===== config.mk =====
export PLATFORM = sky130hd
export DESIGN_NAME = ar_issue_ctrl_flat
export DESIGN_NICKNAME = d
export VERILOG_FILES = /design/src/rtl/xbar_pkg.sv /design/src/rtl/ar_issue_ctrl_if.sv /design/src/rtl/ar_watchdog.sv /design/src/rtl/ar_issue_ctrl.sv /design/src/flat_wrapper.sv
export SDC_FILE = /design/constraint.sdc
export NUM_CORES = 1
export LEC_CHECK = 0
export ABC_AREA = 1
export BUFFER_PORTS_ARGS = -buffer_cell sky130_fd_sc_hd__buf_2
export CORE_MARGIN = 5
export CORE_UTILIZATION = 30
export DETAILED_ROUTE_END_ITERATION = 8
export SYNTH_ARGS = -nofsm -noshare
export SYNTH_HDL_FRONTEND = slang
export SYNTH_SLANG_ARGS = --single-unit

===== constraint.sdc =====
create_clock -name ACLK -period 7.5 [get_ports ACLK]
set_input_delay 2.25 -clock ACLK [delete_from_list [all_inputs] [get_ports ACLK]]
set_output_delay 2.25 -clock ACLK [all_outputs]
set_load 0.02 [all_outputs]

===== src/rtl/xbar_pkg.sv =====
// Shared crossbar types for the AR issue path.
// Contents:
//   XBAR_*_W          default AXI field widths used by ar_req_t
//   burst_t           AXI burst encoding (FIXED/INCR/WRAP)
//   ar_issue_state_t  AR issue FSM states (IDLE/VALID)
//   ar_req_t          one queued AR request (id, addr, len, size, burst)
package xbar_pkg;

    localparam int XBAR_ID_W   = 4;
    localparam int XBAR_ADDR_W = 32;
    localparam int XBAR_LEN_W  = 4;
    localparam int XBAR_SIZE_W = 3;

    typedef enum logic [1:0] {
        FIXED = 2'b00,
        INCR  = 2'b01,
        WRAP  = 2'b10
    } burst_t;

    typedef enum logic {
        IDLE  = 1'b0,
        VALID = 1'b1
    } ar_issue_state_t;

    typedef struct packed {
        logic [XBAR_ID_W-1:0]   id;
        logic [XBAR_ADDR_W-1:0] addr;
        logic [XBAR_LEN_W-1:0]  len;
        logic [XBAR_SIZE_W-1:0] size;
        burst_t                 burst;
    } ar_req_t;

endpackage


===== src/rtl/ar_issue_ctrl_if.sv =====
// Master-side AXI AR channel plus the R-channel handshake signals that the
// issue controller monitors to retire bursts.
// Signals:
//   M_ARID/M_ARADDR/M_ARLEN/M_ARSIZE/M_ARBURST  AR payload
//   M_ARVALID/M_ARREADY                         AR handshake
//   M_RVALID/M_RREADY/M_RLAST                   R channel (observed only)
// Modports:
//   master  the issue controller (drives AR, observes R)
//   slave   the downstream side (accepts AR, drives R handshake)
interface ar_issue_ctrl_if #(
    parameter int ID_WIDTH   = 4,
    parameter int ADDR_WIDTH = 32,
    parameter int LEN_WIDTH  = 4,
    parameter int SIZE_WIDTH = 3
);
    logic [ID_WIDTH-1:0]   M_ARID;
    logic [ADDR_WIDTH-1:0] M_ARADDR;
    logic [LEN_WIDTH-1:0]  M_ARLEN;
    logic [SIZE_WIDTH-1:0] M_ARSIZE;
    logic [1:0]            M_ARBURST;
    logic                  M_ARVALID;
    logic                  M_ARREADY;
    logic                  M_RVALID;
    logic                  M_RREADY;
    logic                  M_RLAST;

    modport master (
        output M_ARID, M_ARADDR, M_ARLEN, M_ARSIZE, M_ARBURST, M_ARVALID,
        input  M_ARREADY, M_RVALID, M_RREADY, M_RLAST
    );

    modport slave (
        input  M_ARID, M_ARADDR, M_ARLEN, M_ARSIZE, M_ARBURST, M_ARVALID,
        output M_ARREADY, M_RVALID, M_RREADY, M_RLAST
    );
endinterface


===== src/rtl/ar_watchdog.sv =====
// ARREADY watchdog: counts consecutive cycles in which an AR is presented but
// not accepted, and raises a sticky flag once the count reaches
// TIMEOUT_CYCLES. The flag only clears on reset; AR flow is never affected.
// Ports:
//   ACLK, ARESETn  clock, synchronous active-low reset
//   stall          AR valid and not ready this cycle
//   handshake      AR accepted this cycle (restarts the count)
//   timeout        sticky timeout flag
module ar_watchdog #(
    parameter int TIMEOUT_CYCLES = 256
) (
    input  logic ACLK,
    input  logic ARESETn,
    input  logic stall,
    input  logic handshake,
    output logic timeout
);
    localparam int CNT_W = $clog2(TIMEOUT_CYCLES + 1);

    logic [CNT_W-1:0] cnt;

    always_ff @(posedge ACLK) begin
        if (!ARESETn) begin
            cnt     <= '0;
            timeout <= 1'b0;
        end else if (handshake) begin
            cnt <= '0;
        end else if (stall) begin
            // Saturate so a very long stall cannot wrap the counter.
            if (cnt != CNT_W'(TIMEOUT_CYCLES))
                cnt <= cnt + 1'b1;
            if (cnt == CNT_W'(TIMEOUT_CYCLES - 1))
                timeout <= 1'b1;
        end
    end
endmodule


===== src/rtl/ar_issue_ctrl.sv =====
// AR issue controller: pops queued read requests from the AR pending FIFO,
// presents them on the master AR channel and limits the number of reads in
// flight (AR accepted, RLAST not yet seen) to MAX_OUTSTANDING.
// Optional feature: define AR_TIMEOUT_EN to add the ARREADY watchdog
// (ar_timeout); without it ar_timeout is tied low.
// Ports:
//   ACLK, ARESETn           clock, synchronous active-low reset
//   fifo_empty / fifo_pop   AR FIFO status and pop strobe
//   fifo_AR*                FIFO front entry (valid when !fifo_empty)
//   m_axi                   master AR channel + R monitor (interface)
//   outstanding             reads accepted and not yet closed by RLAST
//   ar_idle                 nothing presented, in flight or queued
//   ar_timeout              sticky ARREADY watchdog flag
module ar_issue_ctrl
    import xbar_pkg::*;
#(
    parameter int ID_WIDTH        = 4,
    parameter int ADDR_WIDTH      = 32,
    parameter int LEN_WIDTH       = 4,
    parameter int SIZE_WIDTH      = 3,
    parameter int MAX_OUTSTANDING = 4,
    parameter int TIMEOUT_CYCLES  = 256,
    localparam int OUT_W          = $clog2(MAX_OUTSTANDING + 1)
) (
    input  logic                  ACLK,
    input  logic                  ARESETn,
    input  logic                  fifo_empty,
    output logic                  fifo_pop,
    input  logic [ID_WIDTH-1:0]   fifo_ARID,
    input  logic [ADDR_WIDTH-1:0] fifo_ARADDR,
    input  logic [LEN_WIDTH-1:0]  fifo_ARLEN,
    input  logic [SIZE_WIDTH-1:0] fifo_ARSIZE,
    input  logic [1:0]            fifo_ARBURST,
    ar_issue_ctrl_if.master       m_axi,
    output logic [OUT_W-1:0]      outstanding,
    output logic                  ar_idle,
    output logic                  ar_timeout
);
    localparam int CW = OUT_W + 1;

    ar_issue_state_t       state;
    logic [ID_WIDTH-1:0]   arid_q;
    logic [ADDR_WIDTH-1:0] araddr_q;
    logic [LEN_WIDTH-1:0]  arlen_q;
    logic [SIZE_WIDTH-1:0] arsize_q;
    burst_t                arburst_q;

    logic          ar_hs;
    logic          rlast_beat;
    logic          r_done;
    logic [CW-1:0] committed;
    logic          credit_ok;

    assign ar_hs      = (state == VALID) && m_axi.M_ARREADY;
    assign rlast_beat = m_axi.M_RVALID && m_axi.M_RREADY && m_axi.M_RLAST;
    // A closing beat with nothing in flight is ignored rather than underflowing.
    assign r_done     = rlast_beat && (outstanding != '0);

    // Credit check looks one cycle ahead: this cycle's RLAST already frees a
    // slot, and an AR currently on the bus already holds one (it counts the
    // moment it handshakes, which is exactly when a back-to-back pop happens).
    always_comb begin
        committed = {1'b0, outstanding} - CW'(r_done) + CW'(state == VALID);
        credit_ok = committed < CW'(MAX_OUTSTANDING);
    end

    // Gated by ARESETn so no entry is lost from the FIFO during a reset cycle.
    assign fifo_pop = ARESETn && !fifo_empty && credit_ok &&
                      ((state == IDLE) || ar_hs);

    always_ff @(posedge ACLK) begin
        if (!ARESETn) begin
            state       <= IDLE;
            arid_q      <= '0;
            araddr_q    <= '0;
            arlen_q     <= '0;
            arsize_q    <= '0;
            arburst_q   <= FIXED;
            outstanding <= '0;
        end else begin
            outstanding <= outstanding + OUT_W'(ar_hs) - OUT_W'(r_done);
            if (fifo_pop) begin
                state     <= VALID;
                arid_q    <= fifo_ARID;
                araddr_q  <= fifo_ARADDR;
                arlen_q   <= fifo_ARLEN;
                arsize_q  <= fifo_ARSIZE;
                arburst_q <= burst_t'(fifo_ARBURST);
            end else if (ar_hs) begin
                state <= IDLE;
            end
        end
    end

    assign m_axi.M_ARVALID = (state == VALID);
    assign m_axi.M_ARID    = arid_q;
    assign m_axi.M_ARADDR  = araddr_q;
    assign m_axi.M_ARLEN   = arlen_q;
    assign m_axi.M_ARSIZE  = arsize_q;
    assign m_axi.M_ARBURST = arburst_q;

    assign ar_idle = (state == IDLE) && (outstanding == '0) && fifo_empty;

`ifdef AR_TIMEOUT_EN
    ar_watchdog #(
        .TIMEOUT_CYCLES(TIMEOUT_CYCLES)
    ) u_watchdog (
        .ACLK     (ACLK),
        .ARESETn  (ARESETn),
        .stall    ((state == VALID) && !m_axi.M_ARREADY),
        .handshake(ar_hs),
        .timeout  (ar_timeout)
    );
`else
    logic unused_timeout_cfg;
    assign unused_timeout_cfg = (TIMEOUT_CYCLES > 0);
    assign ar_timeout = 1'b0;
`endif

    // An RLAST with no read in flight means the R side is out of sync.
    a_no_rlast_underflow: assert property (
        @(posedge ACLK) disable iff (!ARESETn) !(rlast_beat && (outstanding == '0))
    );
endmodule


===== src/flat_wrapper.sv =====
// flat-port wrapper written by rule: the top's interface ports become plain ports
module ar_issue_ctrl_flat import xbar_pkg::*;
#(
    parameter int ID_WIDTH        = 4,
    parameter int ADDR_WIDTH      = 32,
    parameter int LEN_WIDTH       = 4,
    parameter int SIZE_WIDTH      = 3,
    parameter int MAX_OUTSTANDING = 4,
    parameter int TIMEOUT_CYCLES  = 256,
    localparam int OUT_W          = $clog2(MAX_OUTSTANDING + 1)
)
  (ACLK, ARESETn, fifo_empty, fifo_pop, fifo_ARID, fifo_ARADDR, fifo_ARLEN, fifo_ARSIZE, fifo_ARBURST, outstanding, ar_idle, ar_timeout, m_axi_M_ARID, m_axi_M_ARADDR, m_axi_M_ARLEN, m_axi_M_ARSIZE, m_axi_M_ARBURST, m_axi_M_ARVALID, m_axi_M_ARREADY, m_axi_M_RVALID, m_axi_M_RREADY, m_axi_M_RLAST);
  ar_issue_ctrl_if #(.ID_WIDTH(ID_WIDTH), .ADDR_WIDTH(ADDR_WIDTH), .LEN_WIDTH(LEN_WIDTH), .SIZE_WIDTH(SIZE_WIDTH)) m_axi_i ();
  input  logic ACLK;
  input  logic ARESETn;
  input  logic fifo_empty;
  output logic fifo_pop;
  input  logic [ID_WIDTH-1:0] fifo_ARID;
  input  logic [ADDR_WIDTH-1:0] fifo_ARADDR;
  input  logic [LEN_WIDTH-1:0] fifo_ARLEN;
  input  logic [SIZE_WIDTH-1:0] fifo_ARSIZE;
  input  logic [1:0] fifo_ARBURST;
  output logic [OUT_W-1:0] outstanding;
  output logic ar_idle;
  output logic ar_timeout;
  output wire logic [$bits(m_axi_i.M_ARID)-1:0] m_axi_M_ARID;
  output wire logic [$bits(m_axi_i.M_ARADDR)-1:0] m_axi_M_ARADDR;
  output wire logic [$bits(m_axi_i.M_ARLEN)-1:0] m_axi_M_ARLEN;
  output wire logic [$bits(m_axi_i.M_ARSIZE)-1:0] m_axi_M_ARSIZE;
  output wire logic [$bits(m_axi_i.M_ARBURST)-1:0] m_axi_M_ARBURST;
  output wire logic [$bits(m_axi_i.M_ARVALID)-1:0] m_axi_M_ARVALID;
  input wire logic [$bits(m_axi_i.M_ARREADY)-1:0] m_axi_M_ARREADY;
  input wire logic [$bits(m_axi_i.M_RVALID)-1:0] m_axi_M_RVALID;
  input wire logic [$bits(m_axi_i.M_RREADY)-1:0] m_axi_M_RREADY;
  input wire logic [$bits(m_axi_i.M_RLAST)-1:0] m_axi_M_RLAST;
  assign m_axi_M_ARID = m_axi_i.M_ARID;
  assign m_axi_M_ARADDR = m_axi_i.M_ARADDR;
  assign m_axi_M_ARLEN = m_axi_i.M_ARLEN;
  assign m_axi_M_ARSIZE = m_axi_i.M_ARSIZE;
  assign m_axi_M_ARBURST = m_axi_i.M_ARBURST;
  assign m_axi_M_ARVALID = m_axi_i.M_ARVALID;
  assign m_axi_i.M_ARREADY = m_axi_M_ARREADY;
  assign m_axi_i.M_RVALID = m_axi_M_RVALID;
  assign m_axi_i.M_RREADY = m_axi_M_RREADY;
  assign m_axi_i.M_RLAST = m_axi_M_RLAST;
  ar_issue_ctrl #(.ID_WIDTH(ID_WIDTH), .ADDR_WIDTH(ADDR_WIDTH), .LEN_WIDTH(LEN_WIDTH), .SIZE_WIDTH(SIZE_WIDTH), .MAX_OUTSTANDING(MAX_OUTSTANDING), .TIMEOUT_CYCLES(TIMEOUT_CYCLES)) u_core (.ACLK(ACLK), .ARESETn(ARESETn), .fifo_empty(fifo_empty), .fifo_pop(fifo_pop), .fifo_ARID(fifo_ARID), .fifo_ARADDR(fifo_ARADDR), .fifo_ARLEN(fifo_ARLEN), .fifo_ARSIZE(fifo_ARSIZE), .fifo_ARBURST(fifo_ARBURST), .m_axi(m_axi_i), .outstanding(outstanding), .ar_idle(ar_idle), .ar_timeout(ar_timeout));
endmodule

; ---- Word level (Yosys, flattened, before mapping)
; Cells that the tools add are included.
[word_totals]
reg_bits = 49
mem_count = 0
ram_bits = 0
latchBits = 0
mem_bits_ro = 0
[classes]
add_sub_neg = 4
n_reduce_logical = 14
magnitude_cmp = 1
n_mux = 2
shift = 0
n_mul = 0
n_eq_ne = 0
n_div = 0
bitwise_logic = 1
[op_table]
columns = operator, n
row1 = 1-bit logical AND, 9
row2 = 4-bit by 1-bit adder with 4-bit output, 1
row3 = 4-bit by 3-bit less-than comparator with 1-bit output (second input constant), 1
row4 = 3-bit by 1-bit subtractor with 4-bit output, 1
row5 = 3-bit by 1-bit adder with 3-bit output, 1
row6 = 3-bit zero test, 1
row7 = 3-bit nonzero test, 1
row8 = 3-bit by 1-bit subtractor with 3-bit output, 1
row9 = 1-bit two-way mux, 2
row10 = 2-bit nonzero test, 1
row11 = 1-bit zero test, 1
row12 = 1-bit logical OR, 1
row13 = 1-bit inverter, 1

; ---- Logic depth before layout (Yosys ltp)
[logic_depth]
word_depth = 9
ltp_mapped = 16
ltp_nobuf = 14

; ---- Least setup slack after synthesis
; No wires, ideal clock.
[synth_timing]
kind = input to output
startpoint = input m_axi_M_RREADY
endpoint = output fifo_pop
path_slack_ns = 1.544
arrival_ns = 3.706
stages = 13
cell_sequence = nand2_1 > nor2_1 > nand3_1 > ha_1 > nand2_1 > inv_1 > nand3_1 > nand3_1 > nand2_1 > nor2_4 > nand3_2 > buf_2 > inv_1
[synth_between]
elab_chain_cells = 8
[synth_rtl]
columns = item, line_no
row1 = start: declaration, flat_wrapper.sv:34  ; input wire logic [$bits(m_axi_i.M_RREADY)-1:0] m_axi_M_RREADY;
row2 = 1-bit logical AND (2 in series), ar_issue_ctrl.sv:55  ; assign rlast_beat = m_axi.M_RVALID && m_axi.M_RREADY && m_axi.M_RLAST;
row3 = 1-bit logical AND, ar_issue_ctrl.sv:57  ; assign r_done = rlast_beat && (outstanding != '0);
row4 = 3-bit by 1-bit subtractor with 4-bit output, ar_issue_ctrl.sv:63  ; committed = {1'b0, outstanding} - CW'(r_done) + CW'(state == VALID);
row5 = 4-bit by 1-bit adder with 4-bit output, ar_issue_ctrl.sv:63
row6 = 4-bit by 3-bit less-than comparator with 1-bit output, ar_issue_ctrl.sv:64  ; credit_ok = committed < CW'(MAX_OUTSTANDING);
row7 = 1-bit logical AND (2 in series), ar_issue_ctrl.sv:68  ; assign fifo_pop = ARESETn && !fifo_empty && credit_ok &&
row8 = end: declaration, flat_wrapper.sv:17  ; output logic fifo_pop;
; Every way passes these cells.

; ---- Final worst setup path
; Same ends and word-level chain as after synthesis.

==> qor.yml <==
post_cts_buffers: 0
min_path_type: "reg2reg"
num_rows: 34
nFillCells: 957
clk_path_buf_depth: 2
regArea_um2: 981
fmaxAchievable_ghz: 0.167
fin_worst_skew_ns: 0.00518
synth_xor_area_share_pct: 0.328
drt-initial-drc-count: 71
grt_pass1_wl_um: 11400
drc: 0
io-pin-count: 104
clkTransAtPathRegs_ns: 0.09
setup.worst_path.class: "in2out"
multi_input_area_um2: 1020
endpoint_kind: "output pin"
final_common_cell: "inv_1"
core-area_um2: 8720
dieArea_um2: 10900
grtUsageTotal_pct: 12.1
syn_area_um2: 2670
yosysUniqueCellTypes: 22
rsz0062_at_grt: "false"
dp_cells: 628
routedWlPerCell_um: 10.4
die_y_um: 104
ys_seq_elements: 49
cp.required_ns: 5.25
setup-tns-final_ns: 0
port_buffers: 102
cts_buffers: 5
clk_latency_ns: 0.30
ys_seq_area_share_pct: 36.7
slew_headroom_pct: 40.0
critPathArrivalTime_ns: 3.73
root_buffer: "clkbuf_8"
grt_pass1_vias: 2505
area_growth_pct: 23.9
hold_slack_ns: 0.507
start_util_pct: 30.6
path_max_fanout: 2
hold_buffers: 0
die_x_um: 104
slew_viol_final: 0
tritoncts: "yes"
power_leakage_nw: 2.08
final_nets: 583
cts-htree-levels: 2
syn_avg_cell_area_um2: 6.10
worst_pin_slew_ns: 0.900
critPathLaunchType: "input port"
synth_compound_area_share_pct: 0.749
vias: 2623
clock_sinks: 49
power_density_nw_per_um2: 246
grt_max_degree: 49
final_cells: 635
timing.final.crit_share_pct: 79.7
final_cell_mix: "inv_1, nand2_1, buf_2, nor2_1, dfxtp_1"
vias_per_cell: 4.13
finalSetupViolCount: 0
gp_congestion: 0.818
synthSimpleGateAreaFrac_pct: 34.6
drt_pass1_iterations: 5
wl_um: 6580
dp_hpwl_um: 4440
post-route-min-period_ns: 5.98
syn-instance-count: 438
drive_above_1_share_pct: 22.6
synthMuxAreaShare_pct: 0
drv_cap: 0
irDropWorstVdd_mv: 0.0996
status: "completed"
antenna_found_initial: 0
antenna_cells: 0
ant_nets: 0
synth_warnings: 0
yosys.area_share.adder_pct: 2.15
post_cts_resized: 0
hold_violations: 0
grt_overflow: 0
syn-num-nets: 494
synth_top_family_by_area: "simple AND/OR/NAND/NOR gates"
-- stage by stage --
stage / util (%) / area, um2 / total power, W / setup slack (ns)
2_1_floorplan: - / 2670 / 0.000572 / 1.54
3_3_place_gp: 36.9 / 3220 / 0.000656 / 1.56
3_5_place_dp: 36.9 / 3220 / 0.000663 / 1.51
4_1_cts: 38.0 / 3310 / 0.000831 / 1.50
5_1_grt: 38.0 / 3310 / 0.000888 / 1.35
6_report: 38.0 / 3310 / 0.000815 / 1.52
-- final timing paths --
| check | start | endpoint | slack, ns | depth (start not counted) |
|---|---|---|---|---|
| worst max-delay path | m_axi_M_RREADY | fifo_pop | 1.52 | 14 |
| worst max register to register | u_core.outstanding[0] | u_core.m_axi.M_ARADDR[17] | 5.14 | 14 |
| worst min register to register | u_core.m_axi.M_ARADDR[3] | u_core.m_axi.M_ARADDR[3] | 0.51 | 4 |
| worst min-delay path | u_core.m_axi.M_ARADDR[3] | u_core.m_axi.M_ARADDR[3] | 0.51 | 4 |
-- sequential cells by signal, summed over array words and instances (netlist names) --
register                cells
u_core.m_axi.M_ARADDR      32
u_core.m_axi.M_ARBURST      2
u_core.m_axi.M_ARID         4
u_core.m_axi.M_ARLEN        4
u_core.m_axi.M_ARSIZE       3
u_core.m_axi.M_ARVALID      1
u_core.outstanding          3
-- synthesized netlist by cell type (all sizes together) --
cell	count	share of area, %
clkbuf	11	1.5
nand2	105	15
fa	1	0.75
ha	3	1.4
o21ai	1	0.19
conb	1	0.14
inv	146	21
xnor2	1	0.33
nand4	45	11
nor2	51	7.4
a21oi	3	0.56
nand3b	1	0.28
buf	13	3.3
nand3	5	1.1
or2	2	0.47
dfxtp	49	37
-- per-layer routing --
metal	wire [um]	track usage, %
met5	0	0
met4	59	2.87
met3	502	3.85
met2	3000	20.4
met1	3010	15.1
-- area by class of cell --
cell class                      count  area share (%)
Multi-Input combinational cell    219            30.7
Sequential cell                    49            29.6
Inverter                          146            16.5
Timing Repair Buffer              106            16.3
Tap cell                          108            4.08
Clock buffer                        6            2.49
Clock inverter                      1           0.227
-- worst max-delay path, stage by stage --
cell and delay [ns]:
buf_2 0.07, nand2_1 0.05, nor2_1 0.12, nand3_1 0.12, ha_1 0.31, nand2_1 0.05
inv_1 0.05, nand3_1 0.10, nand3_1 0.08, nand2_1 0.08, nor2_4 0.10, nand3_2 0.08
inv_1 0.09, buf_2 0.16
-- kinds of logic after synthesis --
logic type / count (synthesis)
compound gates: 4
xor+xnor: 1
fa+ha+maj: 4
buf+inv: 170
flops: 49
other cells: 1
simple gates: 209
-- power by group --
| part | internal [W] | leakage (nW) | switching, W | total [W] |
|---|---|---|---|---|
| registers | 0.000305 | 0.402 | 0.0000227 | 0.000327 |
| clock network | 0.0000732 | 0.0433 | 0.0000894 | 0.000163 |
| logic | 0.000107 | 1.64 | 0.000218 | 0.000325 |
No activity file was read; power rests on OpenSTA's default activity.
